===== src/rtl/uart_arb_pkg.sv =====
// Shared types and constants for the UART transmit arbiter.
package uart_arb_pkg;

   typedef enum logic [1:0] {
      IDLE  = 2'd0,
      ISSUE = 2'd1,
      WAIT  = 2'd2
   } arb_state_t;

   // One 10-bit frame at 2605 clk per bit; the watchdog must outlast this.
   localparam int BAUD_FRAME_CLKS = 26050;

   // Index width for a requester count, never narrower than one bit.
   function automatic int idx_width(input int n);
      return (n > 1) ? $clog2(n) : 1;
   endfunction

endpackage


===== src/rtl/rr_pick.sv =====
// Round-robin picker: first set request at or above ptr, wrapping.
// The request vector is doubled so that the wrap becomes a plain
// lowest-set-bit search over a masked vector.
module rr_pick
   import uart_arb_pkg::*;
#(
   parameter int NUM_REQ = 3,
   parameter int IDX_W   = idx_width(NUM_REQ)
) (
   input  logic [NUM_REQ-1:0] req,
   input  logic [IDX_W-1:0]   ptr,
   output logic [NUM_REQ-1:0] gnt_onehot,
   output logic [IDX_W-1:0]   gnt_idx,
   output logic               any
);

   logic [2*NUM_REQ-1:0] masked;

   // Upper copy is never masked, so a wrapped winner is always found there.
   assign masked = {req, req} & ({(2*NUM_REQ){1'b1}} << ptr);
   assign any    = |req;

   // Scan high to low so the lowest set bit is the last one written.
   always_comb begin
      gnt_idx = '0;
      for (int k = 2*NUM_REQ-1; k >= 0; k--) begin
         if (masked[k]) gnt_idx = IDX_W'(k % NUM_REQ);
      end
   end

   // One-hot form of the winner, empty when nobody is asking.
   always_comb begin
      gnt_onehot = '0;
      if (any) gnt_onehot = NUM_REQ'(1) << gnt_idx;
   end

endmodule


===== src/rtl/uart_tx_arbiter.sv =====
// Shares one UART transmitter among NUM_REQ byte producers.
// IDLE grants round-robin and latches the byte, ISSUE strobes trmt,
// WAIT holds until tx_done or the watchdog expires.
module uart_tx_arbiter
   import uart_arb_pkg::*;
#(
   parameter int NUM_REQ     = 3,
   parameter int TIMEOUT     = 32768,
   parameter int TO_W        = 16,
   // Set to 0 only for short-timeout test builds.
   parameter bit FRAME_CHECK = 1'b1
) (
   input  logic                 clk,
   input  logic                 rst_n,
   input  logic [NUM_REQ-1:0]   req,
   input  logic [8*NUM_REQ-1:0] req_data,
   output logic [NUM_REQ-1:0]   ack,
   output logic [NUM_REQ-1:0]   sent,
   output logic                 trmt,
   output logic [7:0]           tx_data,
   input  logic                 tx_done,
   output logic                 busy,
   output logic                 timeout_err,
   input  logic                 clr_err
);

   localparam int IDX_W = idx_width(NUM_REQ);

   arb_state_t         state_reg, state_next;
   logic [IDX_W-1:0]   ptr_reg;
   logic [IDX_W-1:0]   gnt_idx_reg;
   logic [IDX_W-1:0]   ptr_next;
   logic [TO_W-1:0]    to_cnt_reg;
   logic [NUM_REQ-1:0] pick_onehot;
   logic [IDX_W-1:0]   pick_idx;
   logic               pick_any;
   logic               done_hit;
   logic               to_hit;

   rr_pick #(
      .NUM_REQ (NUM_REQ),
      .IDX_W   (IDX_W)
   ) u_pick (
      .req        (req),
      .ptr        (ptr_reg),
      .gnt_onehot (pick_onehot),
      .gnt_idx    (pick_idx),
      .any        (pick_any)
   );

   // tx_done only counts in WAIT; a stale level in IDLE/ISSUE is ignored.
   assign done_hit = (state_reg == WAIT) && tx_done;
   assign to_hit   = (state_reg == WAIT) && !tx_done
                     && (to_cnt_reg == TO_W'(TIMEOUT-1));
   assign ptr_next = (gnt_idx_reg == IDX_W'(NUM_REQ-1)) ? '0
                                                         : gnt_idx_reg + 1'b1;

   // State register.
   always_ff @(posedge clk or negedge rst_n) begin
      if (!rst_n) state_reg <= IDLE;
      else        state_reg <= state_next;
   end

   // Next-state decode.
   always_comb begin
      state_next = state_reg;
      case (state_reg)
         IDLE:    if (pick_any) state_next = ISSUE;
         ISSUE:   state_next = WAIT;
         WAIT:    if (done_hit || to_hit) state_next = IDLE;
         default: state_next = IDLE;
      endcase
   end

   // Strobes decoded from state; ack is gated by rst_n so it drops at once.
   always_comb begin
      trmt = (state_reg == ISSUE);
      busy = (state_reg != IDLE);
      ack  = '0;
      if (rst_n && state_reg == IDLE) ack = pick_onehot;
   end

   // Grant latch, pointer, watchdog, completion pulse and sticky error.
   always_ff @(posedge clk or negedge rst_n) begin
      if (!rst_n) begin
         ptr_reg     <= '0;
         gnt_idx_reg <= '0;
         tx_data     <= 8'h00;
         to_cnt_reg  <= '0;
         sent        <= '0;
         timeout_err <= 1'b0;
      end else begin
         sent <= '0;
         if (state_reg == IDLE && pick_any) begin
            gnt_idx_reg <= pick_idx;
            tx_data     <= req_data[{pick_idx, 3'b000} +: 8];
         end
         if (state_reg == ISSUE) begin
            to_cnt_reg <= '0;
         end else if (state_reg == WAIT && !tx_done) begin
            to_cnt_reg <= to_cnt_reg + 1'b1;
         end
         if (done_hit) sent <= NUM_REQ'(1) << gnt_idx_reg;
         if (done_hit || to_hit) ptr_reg <= ptr_next;
         // A new timeout outranks a clear in the same cycle.
         if (to_hit)       timeout_err <= 1'b1;
         else if (clr_err) timeout_err <= 1'b0;
      end
   end

   // Parameter sanity: legal requester count, counter width, frame length.
   a_num_req: assert property (@(posedge clk) (NUM_REQ >= 2) && (NUM_REQ <= 8));
   a_to_w:    assert property (@(posedge clk) TIMEOUT <= (1 << TO_W));
   a_frame:   assert property (@(posedge clk)
                 (FRAME_CHECK == 1'b0) || (TIMEOUT > BAUD_FRAME_CLKS));

endmodule


===== config.mk =====
export PLATFORM = sky130hd
export DESIGN_NAME = uart_tx_arbiter
export DESIGN_NICKNAME = d
export VERILOG_FILES = /design/src/rtl/uart_arb_pkg.sv /design/src/rtl/rr_pick.sv /design/src/rtl/uart_tx_arbiter.sv
export SDC_FILE = /design/constraint.sdc
export NUM_CORES = 1
export LEC_CHECK = 0
export CAP_MARGIN = 20
export CORE_MARGIN = 2
export CORE_UTILIZATION = 40
export DETAILED_ROUTE_END_ITERATION = 6
export PLACE_DENSITY = 0.69
export SLEW_MARGIN = 20
export SYNTH_ARGS = -nofsm -noshare
export SYNTH_HDL_FRONTEND = slang
export SYNTH_SLANG_ARGS = --single-unit

===== constraint.sdc =====
create_clock -name clk -period 4.52 [get_ports clk]
set_input_delay 0.904 -clock clk [delete_from_list [all_inputs] [get_ports clk]]
set_output_delay 0.904 -clock clk [all_outputs]
set_load 0.005 [all_outputs]

==> impl_metrics.yaml <==
synthesis:
  synth_top_flop_cell: "dfrtp_1"
  synth_fp_nets: 202
  seq_area_frac_synth: 0.509
  yosys_warnings: 0
  ys_types: 37
  synth_seq_cells: 34
  postSynth.asyncResetShare: 1.00
  syn_avg_cell_area_um2: 9.84
  synthesis.area_um2: 1670
  synth_edf_count: 0
  synthCells: 170
layout:
  drive_gt1_frac: 0.0822
  fin_area_um2: 2280
  diodes: 0
  area_delta_synth_final_pct: 36.6
  fin_cells: 269
  largest_register_ffs: 16
  layout_common_cells: "clkdlybuf4s50_1, dfrtp_1, nor2_1"
  fillers: 366
  fin_util: 0.571
  final_common_cell: "clkdlybuf4s50_1"
  nets: 252
die:
  start_util: 0.418
  row_count: 23
  ios: 48
  die_area_um2: 4720
  die_width_um: 68.7
  coreArea_um2: 4000
  die_h_um: 68.7
placed_design:
  dp.cells: 263
  gp_congestion: 0.748
  dp_hpwl_um: 3340
  pre_cts_slack_ns: 0.924
  portBuffers: 47
  place_area_um2: 2200
drt:
  drt-pass1-iter-count: 5
  ant_nets: 0
  drt-vias-per-instance: 5.71
  wl_per_cell_um: 16.7
  drtIter0Drc: 104
  routed-via-count: 1537
  drt-total-wl_um: 4480
  drcViolationCount: 0
sta:
  hold_violations: 0
  finalSetupTns_ns: 0
  fin_crit_sh: 0.790
  hold_slack_ns: 0.482
  max_freq_mhz: 280
  setup_slack_ns: 0.948
  rsz0062_at_grt: "false"
  slew_viol_final: 0
  finClkSkew_ns: 0.00218
  worst_pin_slew_ns: 0.478
  layout_min_cycle_time_ns: 3.57
  setup_viol: 0
  relSlewSlack: 0.680
setup_path:
  crit_fanout: 10
  cp.required_ns: 3.62
  end_kind: "output port"
  path_class: "primary input to output port"
  crit_path_start_kind: "primary input"
  worstPathArrival_ns: 2.67
clock_network:
  cts_resized: 0
  clockRootBuffer: "clkbuf_8"
  numCtsBuffers: 5
  cts_tree: "built"
  insertion_delay_ns: 0.28
  htree_levels: 2
  cts_setup_buffers: 0
  hold_buffers: 0
  clkTransAtPathRegs_ns: 0.06
  clkSinkCount: 34
  cts.path.max_buffers: 2
global_routing:
  overflow: 0
  grt_max_degree: 35
  grt_pass1_wl_um: 6760
  grt_pass1_vias: 1464
  grt_antenna_before_repair: 0
  grt_usage: 0.199
power_and_ir_drop:
  p_seq_frac: 0.402
  p_clk_frac: 0.197
  power.share.combinational: 0.401
  powerDensity_nw_per_um2: 478
  swShare: 0.333
  power_mw: 1.09
  p_leak_nw: 0.938
  intPower_mw: 0.728
  p_sw_mw: 0.364
  ir_drop_uv: 218
job:
  maxCapViolations: 0
min_path:
  hp-class: "register to register"
status:
  outcome: "complete, no violations"
-- worst max-delay path: stages --
cell	delay, ns
clkdlybuf4s50_1	0.48
nor3b_1	0.22
o31a_1	0.38
and3_1	0.20
clkdlybuf4s50_1	0.49
-- cell type report --
type	instances	area, um2	share of cell area
inverter	5	18.8	0.00821
tap	50	62.6	0.0274
timing repair buffer	50	493	0.216
clock buffer	6	82.6	0.0361
sequential	34	851	0.372
multi-input combinational	124	777	0.340
-- path summary, 6_finish.rpt --
path / from / endpoint / slack [ns] / cells after the start
min: to_cnt_reg[6] / to_cnt_reg[6] / 0.48 / 1
max: req[1] / ack[2] / 0.95 / 5
max in group asynchronous: rst_n / gnt_idx_reg[1] / 3.07 / 2
min in group asynchronous: rst_n / tx_data[3] / 1.15 / 2
min reg2reg: to_cnt_reg[6] / to_cnt_reg[6] / 0.48 / 1
max reg2reg: state_reg[0] / ptr_reg[0] / 2.43 / 4
-- cells by family after synthesis --
group	count (synthesis)	synth area share
fa+ha+maj	1	0.00748
simple gates	68	0.212
xor+xnor	3	0.0157
buf+inv	12	0.0269
compound gates	48	0.197
flops	34	0.509
mux	4	0.0314
-- Yosys cell counts, types with 2 or more instances --
cell type	instances	area (um2)
dfrtp_1	34	851
a31oi_1	3	18.8
o311ai_0	2	17.5
nor2b_1	3	18.8
nand4_1	4	25.0
nor3b_1	3	22.5
mux2_2	2	22.5
a21oi_1	11	55.1
nor4_1	2	12.5
and3_1	5	31.3
nand3b_1	2	15.0
nand2b_1	3	18.8
clkbuf_1	6	22.5
mux2_4	2	30.0
or2_2	2	12.5
nor2_1	21	78.8
inv_1	5	18.8
or3_1	4	25.0
o31ai_1	3	22.5
nand3_1	4	20.0
o41ai_1	2	17.5
xnor2_1	3	26.3
o21ai_0	11	55.1
nand2_1	10	37.5
o211ai_1	2	15.0
nor3_1	3	15.0
a222oi_1	8	80.1
-- metal layers --
layer | vias to the layer above | routed length [um] | track usage
met5 | - | 0 | 0
met4 | 0 | 83 | 0.0750
met3 | 9 | 207 | 0.0584
met2 | 36 | 2340 | 0.349
met1 | 758 | 1860 | 0.227
li1 | 734 | - | -
-- power by group through the flow --
stage | clock network, mW | logic [mW] | registers, mW
4_1_cts | 0.221 | 0.440 | 0.439
3_5_place_dp | 0 | 0.439 | 0.445
2_1_floorplan | 0 | 0.228 | 0.435
6_report | 0.215 | 0.438 | 0.439
3_3_place_gp | 0 | 0.421 | 0.438
5_1_grt | 0.231 | 0.484 | 0.450
(Power assumes the default switching activity.)
